**config.mk**
```make
export PLATFORM = sky130hd
export DESIGN_NAME = mem_port_arbiter
export DESIGN_NICKNAME = d
export VERILOG_FILES = /design/src/rtl/mem_port_arbiter.sv
export SDC_FILE = /design/constraint.sdc
export NUM_CORES = 1
export LEC_CHECK = 0
export ABC_AREA = 1
export CAP_MARGIN = 15
export CORE_ASPECT_RATIO = 1.4
export CORE_MARGIN = 1.5
export CORE_UTILIZATION = 30
export DETAILED_ROUTE_END_ITERATION = 16
export PLACE_DENSITY = 0.85
export SYNTH_ARGS = -nofsm -noshare
export SYNTH_HDL_FRONTEND = slang
export SYNTH_SLANG_ARGS = --single-unit
```
**constraint.sdc**
```tcl
create_clock -name clk -period 1.85 [get_ports clk]
set_input_delay 0.2775 -clock clk [delete_from_list [all_inputs] [get_ports clk]]
set_output_delay 0.2775 -clock clk [all_outputs]
set_load 0.01 [all_outputs]
```
**src/rtl/mem_port_arbiter.sv**
```systemverilog
// mem_port_arbiter: single memory port shared by fetch/data/stack requesters, with access timeout.
// Define ARB_ROUND_ROBIN_EN for round-robin arbitration; otherwise fixed priority fetch > data > stack.
module mem_port_arbiter #(
    parameter int AW      = 16,
    parameter int DW      = 16,
    parameter int TIMEOUT = 15
) (
    input  logic          clk,
    input  logic          reset,
    input  logic [2:0]    req,
    input  logic [2:0]    we,
    input  logic [AW-1:0] addr0,
    input  logic [AW-1:0] addr1,
    input  logic [AW-1:0] addr2,
    input  logic [DW-1:0] wdata0,
    input  logic [DW-1:0] wdata1,
    input  logic [DW-1:0] wdata2,
    output logic [2:0]    gnt,
    output logic [2:0]    done,
    output logic          err,
    output logic [DW-1:0] rdata,
    output logic          busy,
    output logic          mem_en,
    output logic          mem_we,
    output logic [AW-1:0] mem_addr,
    output logic [DW-1:0] mem_wdata,
    input  logic [DW-1:0] mem_rdata,
    input  logic          mem_ready
);
    localparam logic [1:0] IDLE = 2'd0;
    localparam logic [1:0] BUSY = 2'd1;
    localparam logic [1:0] RESP = 2'd2;

    logic [1:0] state, owner, win;
    logic [7:0] cnt;
    logic       abort, sel_we;

    // Requesters hold their operands stable until done, so the port is a plain mux.
    always_comb begin
        sel_we    = (owner == 2'd2) ? we[2]  : (owner == 2'd1) ? we[1]  : we[0];
        mem_addr  = (owner == 2'd2) ? addr2  : (owner == 2'd1) ? addr1  : addr0;
        mem_wdata = (owner == 2'd2) ? wdata2 : (owner == 2'd1) ? wdata1 : wdata0;
    end

`ifdef ARB_ROUND_ROBIN_EN
    logic [1:0] ptr, p1, p2;
    always_comb begin
        p1  = (ptr == 2'd2) ? 2'd0 : ptr + 2'd1;
        p2  = (p1 == 2'd2) ? 2'd0 : p1 + 2'd1;
        win = req[p1] ? p1 : req[p2] ? p2 : ptr;
    end
    always_ff @(posedge clk or negedge reset) begin
        if (!reset)
            ptr <= 2'd2;
        else if (state == IDLE && |req)
            ptr <= win;
    end
`else
    assign win = req[0] ? 2'd0 : req[1] ? 2'd1 : 2'd2;
`endif

    always_ff @(posedge clk or negedge reset) begin
        if (!reset) begin
            state <= IDLE;
            owner <= 2'd0;
            cnt   <= 8'd0;
            abort <= 1'b0;
            rdata <= '0;
        end else begin
            case (state)
                IDLE: if (|req) begin
                    owner <= win;
                    cnt   <= 8'(TIMEOUT);
                    abort <= 1'b0;
                    state <= BUSY;
                end
                BUSY: if (mem_ready) begin
                    if (!sel_we)
                        rdata <= mem_rdata;
                    state <= RESP;
                end else if (cnt == 8'd0) begin
                    abort <= 1'b1;
                    state <= RESP;
                end else begin
                    cnt <= cnt - 8'd1;
                end
                RESP:    state <= IDLE;
                default: state <= IDLE;
            endcase
        end
    end

    assign busy   = (state == BUSY) || (state == RESP);
    assign gnt    = busy ? (3'b001 << owner) : 3'b000;
    assign done   = (state == RESP) ? (3'b001 << owner) : 3'b000;
    assign err    = (state == RESP) && abort;
    assign mem_en = (state == BUSY);
    assign mem_we = mem_en && sel_we;
endmodule

```
==> results by group, run 1 <==
Outcome
  – Status: finished with violations
  – Failing checks: negative setup slack

Timing
  – Max Clock Skew: slightly above 0.004 ns
  – Worst slew pin tran: 0.3797 ns
  – Final Critical Period: between 1.5 and 2 ns
  – Slew headroom: 0.7469
  – Crit share post-route: 1.001
  – Max Fclk: 539.7 MHz
  – Setup TNS Final: -0.002724 ns
  – Slew Limit Fails: 0
  – Final Hold Viols: 0
  – Crit path setup slack, layout: -0.002724 ns
  – Final setup vio count: 1
  – Unrepaired setup endpoints after global routing: true

Setup path
  – Worst EP arrival: roughly 1.6 ns
  – Crit Path Max Fanout: 18
  – Critical path's slowest cell: dfrtp_1
  – Worst path max stage delay: 0.43 ns
  – Delay-heaviest family, CP: buffers and inverters
  – Crit path buf inv count: 4
  – Critical Setup Path Class: reg2out
  – Worst Setup SP: owner[0]
  – Crit path launch type: register
  – Reg2reg start: owner[0]
  – Critical path, cell by cell: inv_2, nand2_8, buf_12, buf_6, a31oi_1, buf_2
  – Worst Path Required: 1.57 ns
  – Nature of the critical path endpoint: output pin

Worst hold path
  – Hold WC Path Type: in2async

Place
  – Placer Congestion: just over 0.8
  – Detailed placement HPWL: around 6600 um
  – IO buf count: around 180

Drt
  – First DRT Iteration DRCs: 96
  – DRC: 0
  – Vias post-DR: a little over 3,000
  – Post-DR vias/cell: 4.843
  – Pre-antenna DRT Iters: 4
  – Total wire length: just over 9000 um
  – Antenna viol nets, final: 0
  – Drt wl/cell: 14.80 um

Clocking
  – Cts bufs inserted: 5
  – H-tree Lvls: 2
  – Clk pin slew, worst setup/hold paths: approximately 0.070 ns
  – CTS sink count: 29
  – Clk buf depth: 2
  – Clk_lat worst skew: approximately 0.29 ns
  – Cts hold-fix bufs: 0
  – CTS tree: built
  – Root Buffer: clkbuf_8

Global routing
  – Vias in the first global route: 2,938
  – Largest net degree at the start of global routing: 37
  – Initial antenna violation count: 1
  – Gr usage total: 0.2186
  – Remaining global-route overflow: 0
  – First-pass GRT wire length: between 10,000 and 15,000 um

Die
  – IO Count: 179
  – Die height: 103.8 um
  – Initial core utilization: 0.3118
  – Core area: ~7000 um^2
  – Die width: 75.00 um
  – Placement Rows: 36
  – Die area: 7784 um^2

Layout
  – Syn-to-layout area delta: 102.2%
  – Layout cells sized above 1: 0.1854
  – Final net count: 660
  – Fill count: roughly 610

Synthesis
  – Synth Register Bits: 29
  – Synth Net Count: 466
  – Post-Syn Instances: between 300 and 400
  – Post-Syn Area per Cell: between 6 and 7 um^2
  – Synth Warn #: 0
  – Synth unique cells: 26
  – Mapped cell area: about 2200 um^2
  – Sequential share of the synthesized area: 0.3333

Pwr
  – Power Dens Cells: about 1400 nW/um^2
  – Leakage: 2.033 nW
  – PnR Total Power: 6.356 mW
  – Peak supply drop: between 0.9 and 1 mV

Run
  – Max Cap Viol: 0
state kept, by name, summed over array words and instances (netlist names):
signal  count
abort       1
rdata      16
cnt         8
owner       2
state       2
cell usage in the layout, fill, tap and decap left out, types with 2 or more instances in the layout:
cell / n
clkdlybuf4s50_1: 137
nand3_1: 10
inv_1: 16
clkinvlp_4: 2
nand2_4: 2
buf_16: 2
nand4_1: 17
a31oi_1: 29
dfrtp_1: 29
clkbuf_8: 6
buf_6: 5
dlygate4sd2_1: 6
o21ai_0: 11
inv_2: 5
or2_2: 2
nand2_2: 4
nor2_1: 41
a31oi_4: 2
buf_2: 27
buf_12: 5
ha_1: 5
nor2_4: 2
nor2_2: 4
nand2_1: 126
clkbuf_2: 6
a21oi_1: 2
buf_4: 14
cell usage after synthesis, drive strengths merged:
| library cell | number | area (um^2) |
|---|---|---|
| or2 | 2 | 12.51 |
| o21ai | 12 | 60.05 |
| clkbuf | 9 | 33.78 |
| inv | 22 | 82.58 |
| xor2 | 1 | 8.760 |
| nor2 | 47 | 178.9 |
| a31oi | 32 | 200.2 |
| buf | 9 | 52.55 |
| nand3 | 11 | 67.57 |
| nand4 | 17 | 106.4 |
| a21boi | 1 | 7.510 |
| o22ai | 1 | 6.260 |
| nand2 | 133 | 509.2 |
| dfrtp | 29 | 725.7 |
| a21oi | 3 | 15.01 |
| clkinv | 1 | 3.750 |
| ha | 6 | 75.07 |
| o211ai | 1 | 21.27 |
| nor3 | 2 | 10.01 |
worst reg2reg max path: cells and delay by family (launching register included):
kind | cells | cell delay, ns
buffers and inverters | 4 | 0.67
DFF | 1 | 0.43
AOI/OAI and AO/OA | 1 | 0.08
and+or+nand+nor | 4 | 0.47
timing repair:
action / in CTS / in global routing
gates resized for setup: 134 / 49
pin swaps: 1 / 9
setup buffers: 6 / 2
cloned: 3 / 2
setup endpoints to repair: 43 / 52
final timing paths:
check	slack (ns)	endpoint	cells past startpoint
setup / recovery	-0.003	mem_addr[0]	6
hold / removal	0.38	abort	2
setup reg to reg	0.10	rdata[11]	9
hold reg to reg	0.47	rdata[1]	2
max in group asynchronous	1.19	rdata[1]	2
min in group clk	0.47	rdata[1]	2
power breakdown:
part           total [mW]  internal [mW]  switching (mW)
clock network       0.700          0.437           0.262
registers            1.07          0.893           0.180
logic                4.58           2.15            2.44
through the flow:
step	cells	instance area, um^2	util	setup WS, ns	hold slack (ns)
CTS	626	4324	0.6194	-0.08834	0.3854
detailed placement	609	4156	0.5953	-0.1572	0.4582
finish	630	4402	0.6305	-0.002724	0.3777
floorplan	339	2177	-	0.2214	-0.01809
global placement	609	4156	0.5953	-0.08048	0.4526
global route	629	4399	0.6301	-0.04194	0.4140
cell families (layout without fill, tap and decap cells):
kind of cell | count (synthesis) | in the layout | share of synthesized area
and+or+nand+nor | 212 | 212 | 0.4063
AOI/OAI and AO/OA | 50 | 50 | 0.1425
buffers and inverters | 41 | 236 | 0.07931
DFF | 29 | 29 | 0.3333
adders and majority gates | 6 | 6 | 0.03448
xor gates and xnor gates | 1 | 1 | 0.004024
other | 0 | 1 | 0
cell type report:
class                   count  area [um^2]  share of cell area
diodes                      1        2.502           0.0005685
clock buffers               6        82.58             0.01876
clock inverters             2        37.54            0.008528
inverters                  23        91.34             0.02075
multi-input cells         269         1390              0.3158
flip-flops and latches     29        725.7              0.1649
well taps                  95        118.9             0.02700
repair buffers            204         1946              0.4420
repair inverters            1        7.507            0.001706
metal layers:
layer,up-vias,part of all wire,GRT usage
met1,1400,0.35,0.2141
met2,135,0.53,0.4229
met4,2,0.015,0.05714
li1,1501,-,-
met3,13,0.11,0.06128
met5,-,0.0012,0
Power figures use the tool's default switching activity.
==> inputs of run 2 (changes only) <==
--- a/config.mk
+++ b/config.mk
@@ -11,6 +11,7 @@
 export CORE_MARGIN = 1.5
 export CORE_UTILIZATION = 30
 export DETAILED_ROUTE_END_ITERATION = 16
+export HOLD_SLACK_MARGIN = 0.1
 export PLACE_DENSITY = 0.85
 export SYNTH_ARGS = -nofsm -noshare
 export SYNTH_HDL_FRONTEND = slang
==> results of run 2 <==
No change in the layout: final DEF, timing and power equal those of run 1.
==> inputs of run 3 (changes only) <==
--- a/config.mk
+++ b/config.mk
@@ -13,6 +13,7 @@
 export DETAILED_ROUTE_END_ITERATION = 16
 export HOLD_SLACK_MARGIN = 0.1
 export PLACE_DENSITY = 0.85
+export SKIP_LAST_GASP = 1
 export SYNTH_ARGS = -nofsm -noshare
 export SYNTH_HDL_FRONTEND = slang
 export SYNTH_SLANG_ARGS = --single-unit
==> results by group, run 3 (synthesis results as in run 1) <==
Layout
  – Top reg by flops: rdata
  – Finished Layout Cells: between 600 and 700
  – Design area: 4369 um^2
  – Number of flip-flops under the largest register name: 16
  – Top flop regs: rdata (16), cnt (8)
  – Final net count: 660
  – Commonest non-fill, non-tap cell in the layout: clkdlybuf4s50_1
  – Fill count: just over 600
  – Most frequent cells in the layout: 137 x clkdlybuf4s50_1, 128 x nand2_1, 41 x nor2_1, 30 x a31oi_1, 29 x dfrtp_1
  – Syn-to-layout area delta: 100.7%
  – Layout cells sized above 1: 0.1760

Die
  – Core area: ~7000 um^2
  – Initial core utilization: 0.3118
  – Die area: approximately 7800 um^2
  – Die height: a little over 100 um
  – IO Count: roughly 180
  – Die width: between 70 and 80 um
  – Placement Rows: 36

Setup path
  – Critical path's slowest cell: dfrtp_1
  – Crit path launch type: register
  – Nature of the critical path endpoint: output pin
  – Critical Setup Path Class: reg2out
  – Worst Path Required: 1.57 ns
  – Crit Path Max Fanout: 6
  – Critical path, cell by cell: inv_2, nand2_8, buf_12, buf_4, nor2_2, a31oi_4, buf_6
  – Worst path max stage delay: around 0.43 ns
  – Worst Setup SP: owner[0]
  – Reg2reg start: owner[0]
  – Worst EP arrival: around 1.6 ns
  – FF-to-FF path depth: 9

Pwr
  – Leakage: a little over 2 nW
  – Power Dens Cells: 1443 nW/um^2
  – Peak supply drop: 0.9388 mV

Global routing
  – Remaining global-route overflow: 0
  – First-pass GRT wire length: 13,300 um
  – Initial antenna violation count: 1
  – Gr usage total: 0.2171
  – Largest net degree at the start of global routing: 37
  – Vias in the first global route: between 2,000 and 3,000

Drt
  – DRC: 0
  – Vias post-DR: between 3,000 and 4,000
  – Pre-antenna DRT Iters: 4
  – Total wire length: 9366 um
  – Antenna viol nets, final: 0
  – Drt wl/cell: about 15 um
  – Post-DR vias/cell: about 5
  – First DRT Iteration DRCs: about 140

Run
  – Max Cap Viol: 0

Outcome
  – Status: finished with violations
  – Failing checks: negative setup slack

Timing
  – Slew Limit Fails: 0
  – Max Fclk: approximately 540 MHz
  – Setup TNS Final: -0.006429 ns
  – Final Hold Viols: 0
  – Worst slew pin tran: approximately 0.38 ns
  – Hold slack: roughly 0.38 ns
  – Final setup vio count: 1
  – Slew headroom: 0.7449
  – Crit path setup slack, layout: -0.006429 ns
  – Max Clock Skew: between 0.002 and 0.003 ns
  – Final Critical Period: around 1.9 ns
  – Unrepaired setup endpoints after global routing: true
  – Crit share post-route: 1.003

Place
  – Cells after DPL: just over 600
  – Detailed placement HPWL: roughly 6600 um
  – IO buf count: between 150 and 200
  – Placer Congestion: roughly 0.8
  – Area after DPL: just over 4000 um^2
  – Dpl ws: -0.1572 ns

Clocking
  – Root Buffer: clkbuf_8
  – H-tree Lvls: 2
  – CTS tree: built
  – CTS sink count: 29
  – Cts bufs inserted: 5
  – Clk_lat worst skew: 0.29 ns
  – Clk buf depth: 2
  – Clk pin slew, worst setup/hold paths: approximately 0.070 ns

Worst hold path
  – Hold WC Path Type: in2async
## run 3: critical path, delay by kind of cell, from the launching register on
family          cells  cell delay [ns]
compound gates      1             0.06
buf+inv             4             0.55
flops               1             0.43
simple gates        2             0.25
## run 3: per-layer routing
layer / up-vias / track usage / share of wire
met5: - / 0 / 0.0012
met3: 13 / 0.06128 / 0.10
met2: 136 / 0.4185 / 0.52
li1: 1506 / - / -
met4: 2 / 0.05714 / 0.015
met1: 1436 / 0.2135 / 0.35
## run 3: final cells by class
class	instances	area [um^2]	area share
tap	95	118.9	0.02721
timing repair buffer	204	1947	0.4456
clock buffer	6	82.58	0.01890
timing repair inverter	1	7.507	0.001718
inverter	23	91.34	0.02090
sequential	29	725.7	0.1661
clock inverter	2	37.54	0.008591
antenna	1	2.502	0.0005727
multi-input combinational	269	1356	0.3104
## run 3: where the power goes
group          internal [mW]  total, mW  switching, mW
sequential             0.893       1.07          0.182
combinational           2.12       4.53           2.41
clock                  0.437      0.700          0.262
## run 3: worst paths after layout
| path | endpoint | slack, ns |
|---|---|---|
| max | mem_addr[12] | -0.006 |
| min | abort | 0.38 |
| max reg2reg | rdata[11] | 0.07 |
| min reg2reg | rdata[1] | 0.47 |
| max in group asynchronous | rdata[1] | 1.19 |
| min in group clk | rdata[1] | 0.47 |
## run 3: stage by stage
| stage | total power [mW] | utilization |
|---|---|---|
| 6_report | 6.305 | 0.6258 |
| 5_1_grt | 6.751 | 0.6254 |
| 4_1_cts | 6.156 | 0.6181 |
| 3_5_place_dp | 5.451 | 0.5953 |
| 3_3_place_gp | 5.324 | 0.5953 |
| 2_1_floorplan | 3.149 | - |
## run 3: what timing repair did
item / CTS / global route
resized for setup: 125 / 47
pin swaps: 1 / 6
hold buffers: 0 / 0
setup endpoints to repair: 43 / 43
setup buffers: 6 / 1
cloned: 3 / 2
